===== config.mk =====
export PLATFORM = sky130hd
export DESIGN_NAME = cic_rate_sched_flat
export DESIGN_NICKNAME = d
export VERILOG_FILES = /design/src/rtl/cic_pkg.sv /design/src/rtl/cic_rate_sched_if.sv /design/src/rtl/cic_skid_buf.sv /design/src/rtl/cic_rate_sched.sv /design/src/flat_wrapper.sv
export SDC_FILE = /design/constraint.sdc
export NUM_CORES = 1
export LEC_CHECK = 0
export BUFFER_PORTS_ARGS = -buffer_cell sky130_fd_sc_hd__buf_2
export CORE_MARGIN = 2
export CORE_UTILIZATION = 52
export CTS_CLUSTER_DIAMETER = 60
export DETAILED_ROUTE_END_ITERATION = 16
export GPL_ROUTABILITY_DRIVEN = 0
export PLACE_DENSITY = 0.75
export SLEW_MARGIN = 20
export SYNTH_ARGS = -nofsm -noshare
export SYNTH_HDL_FRONTEND = slang
export SYNTH_HIERARCHICAL = 1
export SYNTH_SLANG_ARGS = --single-unit

===== constraint.sdc =====
create_clock -name clk -period 2.5 [get_ports clk]
set_input_delay 0.25 -clock clk [delete_from_list [all_inputs] [get_ports clk]]
set_output_delay 0.25 -clock clk [all_outputs]
set_load 0.01 [all_outputs]

===== src/rtl/cic_pkg.sv =====
// Shared constants for the CIC interpolator front end: scheduler state
// encoding, default widths, and the 2-entry buffer occupancy helper.
package cic_pkg;

   localparam int WIN_DEF     = 16;
   localparam int RW_DEF      = 8;
   localparam int FLUSH_N_DEF = 4;

   typedef enum logic [1:0] {
      IDLE  = 2'd0,
      RUN   = 2'd1,
      FLUSH = 2'd2
   } sched_state_t;

   // Occupancy after one cycle of push/pop; callers never push full or pop empty.
   function automatic logic [1:0] cnt_next(input logic [1:0] c,
                                           input logic       push,
                                           input logic       pop);
      return c + {1'b0, push} - {1'b0, pop};
   endfunction

endpackage


===== src/rtl/cic_rate_sched_if.sv =====
// Sample stream into the scheduler and the strobed sample stream out to the CIC.
// master = scheduler side, slave = upstream source / CIC sink side.
interface cic_rate_sched_if
   import cic_pkg::*;
#(
   parameter int Win = WIN_DEF
);
   logic signed [Win-1:0] s_data;
   logic                  s_valid;
   logic                  s_ready;
   logic signed [Win-1:0] cic_data;
   logic                  cic_val;

   modport master (
      input  s_data, s_valid,
      output s_ready, cic_data, cic_val
   );

   modport slave (
      output s_data, s_valid,
      input  s_ready, cic_data, cic_val
   );
endinterface


===== src/rtl/cic_skid_buf.sv =====
// Two-entry FIFO holding upstream samples until the next strobe slot.
module cic_skid_buf
   import cic_pkg::*;
#(
   parameter int Win = WIN_DEF
) (
   input  logic           clk,
   input  logic           rst,
   input  logic           push,
   input  logic           pop,
   input  logic [Win-1:0] din,
   output logic [Win-1:0] head,
   output logic [1:0]     count
);

   logic [Win-1:0] r_mem [2];
   logic           r_wp;
   logic           r_rp;
   logic [1:0]     r_count;
   logic           w_push;
   logic           w_pop;

   // Guard against misuse so the pointers can never run past each other.
   assign w_push = push && (r_count != 2'd2);
   assign w_pop  = pop  && (r_count != 2'd0);

   always_ff @(posedge clk or negedge rst) begin
      if (!rst) begin
         r_mem[0] <= '0;
         r_mem[1] <= '0;
         r_wp     <= 1'b0;
         r_rp     <= 1'b0;
         r_count  <= 2'd0;
      end else begin
         if (w_push) begin
            r_mem[r_wp] <= din;
            r_wp        <= ~r_wp;
         end
         if (w_pop)
            r_rp <= ~r_rp;
         r_count <= cnt_next(r_count, w_push, w_pop);
      end
   end

   assign head  = r_mem[r_rp];
   assign count = r_count;

endmodule


===== src/rtl/cic_rate_sched.sv =====
// Feeds the CIC interpolator one sample every R clocks, zero-stuffs on underflow
// and flushes the comb delays with zeros at end of stream. CIC_UNDERFLOW_HOLD_EN
// makes RUN-state underflow strobes repeat the last sample instead of zero.
module cic_rate_sched
   import cic_pkg::*;
#(
   parameter int Win     = WIN_DEF,
   parameter int RW      = RW_DEF,
   parameter int FLUSH_N = FLUSH_N_DEF
) (
   input  logic             clk,
   input  logic             rst,
   input  logic             enable,
   input  logic [RW-1:0]    rate,
   cic_rate_sched_if.master bus,
   output logic             underflow,
   output logic             busy
);

   localparam int FW = $clog2(FLUSH_N) + 1;

   logic [1:0]            r_rst_sync;
   logic                  w_rst_n;

   sched_state_t          r_state;
   logic [RW-1:0]         r_phase;
   logic [RW-1:0]         r_rl;
   logic [FW-1:0]         r_flush_cnt;
   logic signed [Win-1:0] r_cic_data;
   logic                  r_cic_val;
   logic                  r_underflow;
   logic                  r_busy;
   logic                  r_s_ready;

   logic [Win-1:0]        w_head;
   logic [1:0]            w_count;
   logic [1:0]            w_count_nxt;
   logic                  w_active;
   logic                  w_slot;
   logic                  w_wrap;
   logic                  w_push;
   logic                  w_pop;
   logic [RW-1:0]         w_phase_nxt;

   // Assert immediately, release two clocks later so no flop sees a runt release.
   always_ff @(posedge clk or negedge rst) begin
      if (!rst) r_rst_sync <= 2'b00;
      else      r_rst_sync <= {r_rst_sync[0], 1'b1};
   end
   assign w_rst_n = r_rst_sync[1];

   assign w_active    = (r_state == RUN) || (r_state == FLUSH);
   assign w_slot      = w_active && (r_phase == '0);
   assign w_wrap      = (r_phase == (r_rl - RW'(1)));
   assign w_phase_nxt = w_wrap ? '0 : (r_phase + RW'(1));
   assign w_push      = bus.s_valid && r_s_ready;
   assign w_pop       = w_slot && (w_count != 2'd0);
   assign w_count_nxt = cnt_next(w_count, w_push, w_pop);

   cic_skid_buf #(.Win(Win)) u_buf (
      .clk   (clk),
      .rst   (w_rst_n),
      .push  (w_push),
      .pop   (w_pop),
      .din   (bus.s_data),
      .head  (w_head),
      .count (w_count)
   );

   always_ff @(posedge clk or negedge w_rst_n) begin
      if (!w_rst_n) begin
         r_state     <= IDLE;
         r_phase     <= '0;
         r_rl        <= '0;
         r_flush_cnt <= '0;
         r_cic_data  <= '0;
         r_cic_val   <= 1'b0;
         r_underflow <= 1'b0;
         r_busy      <= 1'b0;
         r_s_ready   <= 1'b0;
      end else begin
         r_cic_val   <= 1'b0;
         r_underflow <= 1'b0;
         r_s_ready   <= (w_count_nxt < 2'd2);
         unique case (r_state)
            IDLE: begin
               r_busy <= 1'b0;
               if (enable && (w_count != 2'd0)) begin
                  r_state <= RUN;
                  r_rl    <= (rate == '0) ? RW'(1) : rate;
                  r_phase <= '0;
                  r_busy  <= 1'b1;
               end
            end
            RUN: begin
               r_phase <= w_phase_nxt;
               if (w_slot) begin
                  r_cic_val <= 1'b1;
                  if (w_pop) begin
                     r_cic_data <= w_head;
                  end else begin
                     r_underflow <= 1'b1;
`ifdef CIC_UNDERFLOW_HOLD_EN
                     r_cic_data  <= r_cic_data;
`else
                     r_cic_data  <= '0;
`endif
                  end
               end
               // Stop only on a period boundary so strobe spacing never glitches.
               if (!enable && w_wrap) begin
                  r_state   <= FLUSH;
                  r_s_ready <= 1'b0;
               end
            end
            FLUSH: begin
               r_phase   <= w_phase_nxt;
               r_s_ready <= 1'b0;
               if (w_slot) begin
                  r_cic_val <= 1'b1;
                  if (w_pop) begin
                     r_cic_data <= w_head;
                  end else begin
                     r_cic_data <= '0;
                     if (r_flush_cnt == FW'(FLUSH_N - 1)) begin
                        r_state     <= IDLE;
                        r_phase     <= '0;
                        r_flush_cnt <= '0;
                        r_busy      <= 1'b0;
                        r_s_ready   <= (w_count_nxt < 2'd2);
                     end else begin
                        r_flush_cnt <= r_flush_cnt + FW'(1);
                     end
                  end
               end
            end
            default: r_state <= IDLE;
         endcase
      end
   end

   assign bus.s_ready  = r_s_ready;
   assign bus.cic_data = r_cic_data;
   assign bus.cic_val  = r_cic_val;
   assign underflow    = r_underflow;
   assign busy         = r_busy;

endmodule


===== src/flat_wrapper.sv =====
// flat-port wrapper written by rule: the top's interface ports become plain ports
module cic_rate_sched_flat import cic_pkg::*;
#(
   parameter int Win     = WIN_DEF,
   parameter int RW      = RW_DEF,
   parameter int FLUSH_N = FLUSH_N_DEF
)
  (clk, rst, enable, rate, underflow, busy, bus_s_data, bus_s_valid, bus_s_ready, bus_cic_data, bus_cic_val);
  cic_rate_sched_if #(.Win(Win)) bus_i ();
  input  logic clk;
  input  logic rst;
  input  logic enable;
  input  logic [RW-1:0] rate;
  output logic underflow;
  output logic busy;
  input wire logic [$bits(bus_i.s_data)-1:0] bus_s_data;
  input wire logic [$bits(bus_i.s_valid)-1:0] bus_s_valid;
  output wire logic [$bits(bus_i.s_ready)-1:0] bus_s_ready;
  output wire logic [$bits(bus_i.cic_data)-1:0] bus_cic_data;
  output wire logic [$bits(bus_i.cic_val)-1:0] bus_cic_val;
  assign bus_i.s_data = bus_s_data;
  assign bus_i.s_valid = bus_s_valid;
  assign bus_s_ready = bus_i.s_ready;
  assign bus_cic_data = bus_i.cic_data;
  assign bus_cic_val = bus_i.cic_val;
  cic_rate_sched #(.Win(Win), .RW(RW), .FLUSH_N(FLUSH_N)) u_core (.clk(clk), .rst(rst), .enable(enable), .rate(rate), .bus(bus_i), .underflow(underflow), .busy(busy));
endmodule

# == Word-level counts from Yosys, hierarchy flattened ==
# Cells that the tools add are included.
# totals
n_memories,0
out_inout_bits,20
latchBits,0
elab_cells,100
mem_bits_rw,0
register_bits,79
mem_bits_ro,0
# classes
magnitude_cmp,4
mul,0
n_addsub,7
n_reduce_logical,23
n_eq_ne,10
n_shift,0
n_bitwise,5
mux,36
div_mod_pow,0
# op_table
cell,count
two-way mux 16 bit,5
two-way mux 8 bit,6
bitwise mux 32 bit,1
case mux 8 bit (3 select lines),1
demux 16 bit (select 1 bit),1
logical NOT 8 bit,2
two-way mux 1 bit,13
two-way mux 2 bit,5
adder 8 x 1 -> 8 bit (second input constant),1
== test 8 bit,1
logical AND 1 bit,8
inequality test 2 bit (second input constant),4
subtractor 8 x 1 -> 8 bit (second input constant),1
case mux 2 bit (3 select lines),1
AND reduction 2 bit,3
AND reduction 5 bit,1
adder 2 x 1 -> 2 bit,2
>= comparator 2 bit (second input constant),2
inequality test 2 x 1 -> 1 bit (second input constant),2
NOT 1 -> 2 bit,2
case mux 1 bit (2 select lines),2
AND reduction 4 bit,1
nonzero test 2 bit,2
subtractor 2 x 1 -> 2 bit,2
other kinds (14),16

# == Depth between registers and ports, before layout ==
# depth
word_depth,10
depth_mapped,12

# == Hierarchy ==
# The synthesis kept the hierarchy.
# modules_own_cells
module,seq_area_each_um2,area_each_um2,n_inst,cells_per_inst
cic_rate_sched,1076.0,2222.1,1,229
cic_skid_buf,900.9,1684.1,1,103

# == Worst setup path before layout ==
# No wires, ideal clock.
# synth_path
path_kind,reg2reg
from,register u_core.r_state[0]
to,"register u_core.u_buf.r_count[1], in the netlist u_core/u_buf/count[1]"
n_path_buf,1
t_required_ps,2420
setup_slack_ps,14
setup_ps,80
t_arrival_ps,2406
synth_period_minus_slack_ps,2486
stages_incl_launch_ff,13
cell_sequence,dfrtp_1 -> inv_1 -> ha_1 -> nor4bb_1 -> nand2_1 -> clkbuf_1 -> nor2_1 -> o21a_1 -> ha_1 -> inv_1 -> ha_1 -> xnor2_1 -> xnor2_1
# synth_between
elab_chain_len,6
elab_cells_between_ends,7
# synth_rtl
element,line,rtl
from (decl),cic_rate_sched.sv:25,sched_state_t r_state;
from (signal assigned),cic_rate_sched.sv:72,r_state <= IDLE;
from (signal assigned),cic_rate_sched.sv:89,r_state <= RUN;
from (signal assigned),cic_rate_sched.sv:112,r_state <= FLUSH;
== test 2 x 1 -> 1 bit or == test 2 bit (tied branches),cic_rate_sched.sv:52,assign w_active = (r_state == RUN) || (r_state == FLUSH);
logical OR 1 bit (*),cic_rate_sched.sv:52,
logical AND 1 bit (*),cic_rate_sched.sv:53,assign w_slot = w_active && (r_phase == '0);
logical AND 1 bit (*),cic_rate_sched.sv:57,assign w_pop = w_slot && (w_count != 2'd0);
net u_core.w_pop,cic_rate_sched.sv:42,logic w_pop;
logical AND 1 bit (*),cic_skid_buf.sv:25,assign w_pop = pop && (r_count != 2'd0);
net u_core.u_buf.w_pop,cic_skid_buf.sv:21,logic w_pop;
subtractor 2 x 1 -> 2 bit (*),cic_pkg.sv:19,"return c + {1'b0, push} - {1'b0, pop};"
to (signal assigned),cic_skid_buf.sv:41,"r_count <= cnt_next(r_count, w_push, w_pop);"
to (decl),cic_skid_buf.sv:19,logic [1:0] r_count;
# Mark *: on every way through the listed nets, which the timed path passes. The rest lies on a longest branch.
# A chain may end at the register's enable or synchronous reset.

# == Final worst setup path ==
# Same ends and word-level chain as after synthesis.

==> flow_summary.ini <==
[outcome]
status = finished, final reports clean

[min_path]
hold_end = u_core/u_buf/r_mem[19]$_DFFE_PN0P_
hp-class = in -> reg
holdCritStartpoint = bus_s_data[3]
holdPathStages = 2

[clocking]
clkTransAtPathRegs_ps = 80
clock_path_buffers = 2
cts_tree = built
clkSinkCount = 79
post_cts_buffers = 0
htree_levels = 3
numCtsBuffers = 9
cts-root-buf = clkbuf_8
clock_latency_ps = 360

[pwr]
power_mw = 5.53
power_density_nw_per_um2 = 1240
power.leakage_nw = 2.14
vdd_ir_drop_max_mv = 0.466

[synthesis]
syn_inst = 332
syn-num-nets = 370
syn-cell-area_um2 = 3910
ys.flop_type = dfrtp_1
ys_ff_latch = 79
synth_cell_types = 52
synth_edf_count = 0
synthArstFlopShare = 1.00
avgSynthCellArea_um2 = 11.8
synth-seq-area-share = 0.506
yosys_warnings = 6

[global_route]
grt_pass1_wl_um = 12600
antenna_found_initial = 0
grt_pass1_vias = 2724
grt-ovfl-total = 0
grt_max_degree = 78
track_usage = 0.193

[place]
dp_hpwl_um = 5020
portBuffers = 47
place_worst_setup_slack_ps = 94.5

[timing]
fin_tns_setup_ps = 0
layout_min_cycle_time_ps = 2340
hold_viol = 0
post-route-period-util = 0.938
slew_violations = 0
max_slew_margin = 0.455
setup_viol = 0
worst_slack_ps = 155
fmax_mhz = 426
holdWs_ps = 132
fin_skew_ps = 11.7
worstMarginPinSlew_ps = 817

[die]
initial_core_util = 0.539
dieArea_um2 = 8220
ioPinCount = 48
die_h_um = 90.7
num_rows = 31
die_w_um = 90.7
core_um2 = 7250

[critical_path]
cp-startpoint = u_core/r_state[0]$_DFFE_PN0P_
worstPathArrival_ps = 2620
start_kind = flop
required_ps = 2770
crit_type = reg -> reg
r2r_slack_ps = 160
r2r_cells = 11
endpoint_kind = flop
r2r-end = u_core/u_buf/count[1]$_DFF_PN0_
cp_max_fo = 4
reg2reg_from = u_core/r_state[0]$_DFFE_PN0P_

[drt]
vias = 2656
drt_first_pass_iters = 4
wirelength_um = 7460
drcViolationCount = 0
drtIter0Drc = 84
wl_per_cell_um = 15.3
vias_per_cell = 5.43
postRouteAntennaNets = 0

[finish]
area_growth_pct = 14.7
drive_gt1_frac = 0.356
num-nets-final = 423
diodes = 0

[job]
maxCapViolations = 0
## power by group
| part | switching (mW) | total [mW] | internal (mW) | leakage (nW) |
|---|---|---|---|---|
| logic | 1.13 | 2.41 | 1.28 | 1.07 |
| clock network | 0.482 | 0.904 | 0.421 | 0.0886 |
| registers | 0.409 | 2.22 | 1.81 | 0.981 |
## cell usage in the layout, fill, tap and decap left out, types with 2 or more instances in the layout
cell	count
nand2b_1	4
buf_4	6
a21oi_1	4
buf_2	47
or2_2	2
nor4_1	5
clkbuf_8	11
o21ai_0	18
o211a_1	2
nor2_1	10
o31ai_1	5
nand3_1	3
o31a_1	2
xor2_1	5
inv_1	15
and3_1	3
ha_1	9
dfrtp_1	78
nor2b_1	3
clkinvlp_4	3
a21o_1	2
inv_6	2
a211oi_1	2
a22o_1	5
xnor2_1	9
o21a_1	2
or3_1	2
mux2_2	36
mux2_4	20
nor3_1	7
nand2_1	41
## final cells by class
type,count,area (um2)
clock buffer,11,151
clock inverter,5,40.0
fill,598,2770
inverter,15,56.3
multi-input combinational,225,1820
sequential,79,1980
tap,99,124
timing repair buffer,55,310
## worst max-delay path by stage
stage	to	slack, ps	depth (start not counted)
after global routing	u_core/u_buf/count[1]$_DFF_PN0_	-30	11
after global placement	u_core/u_buf/count[1]$_DFF_PN0_	230	11
final	u_core/u_buf/count[1]$_DFF_PN0_	160	11
after detailed placement	u_core/u_buf/count[1]$_DFF_PN0_	90	11
after floorplan	u_core/u_buf/count[1]$_DFF_PN0_	10	12
after CTS	u_core/u_buf/count[1]$_DFF_PN0_	20	11
## cells by family (layout without fill, tap and decap cells)
logic type,Yosys count,in the layout,share of synthesized area
fa+ha+maj,10,10,0.0320
flops,79,79,0.506
xor+xnor,14,14,0.0314
other cells,1,1,0.000960
compound gates,51,51,0.0935
buf+inv,28,86,0.0375
simple gates,93,93,0.118
mux,56,56,0.181
## Yosys cell counts, types with 4 or more instances
master,n,share of area
a21oi_1,4,0.0051
a22o_1,5,0.011
clkbuf_1,6,0.0058
dfrtp_1,79,0.51
ha_1,10,0.032
inv_1,15,0.014
mux2_2,36,0.10
mux2_4,20,0.077
nand2_1,41,0.039
nand2b_1,4,0.0064
nor2_1,11,0.011
nor3_1,7,0.0090
nor4_1,6,0.0096
o21ai_0,18,0.023
o31ai_1,5,0.0096
xnor2_1,9,0.020
xor2_1,5,0.011
## layer usage
layer  GRT usage  part of all wire
met1       0.248              0.45
met2       0.315              0.49
met4      0.0936             0.027
met5           0                 0
met3      0.0351             0.036
## critical path, stage by stage (launching register included)
cell and delay [ps]:
dfrtp_1 380, inv_1 110, ha_4 300, nor4bb_4 330, nand2_1 140, nor2_2 140
o21a_1 170, ha_1 230, inv_1 60, ha_1 160, xnor2_1 130, xnor2_1 130
## repair_timing
item / 4_1_cts / 5_1_grt
endpoints found under the hold margin: 2 / 0
setup endpoints to repair: 0 / 4
resized for setup: 0 / 5
hold buffers: 1 / 0
## stage by stage
stage	util	instance area (um2)	cells
finish	0.618	4480	489
global route	0.618	4480	489
CTS	0.613	4440	489
detailed placement	0.585	4240	472
global placement	0.585	4240	472
floorplan	-	3910	332
## sequential cells by signal, indices dropped and copies added, names as in the netlist
| signal | count |
|---|---|
| u_core/r_state | 2 |
| u_core/r_rst_sync | 2 |
| u_core/r_phase | 8 |
| u_core/busy | 1 |
| u_core/u_buf/r_mem | 32 |
| u_core/underflow | 1 |
| u_core/bus.cic_data | 16 |
| u_core/r_rl | 8 |
| u_core/u_buf/count | 2 |
| u_core/bus.cic_val | 1 |
| u_core/bus.s_ready | 1 |
| u_core/u_buf/r_wp | 1 |
| u_core/r_flush_cnt | 3 |
| u_core/u_buf/r_rp | 1 |
Note: power is estimated with default switching activity, not from simulation.
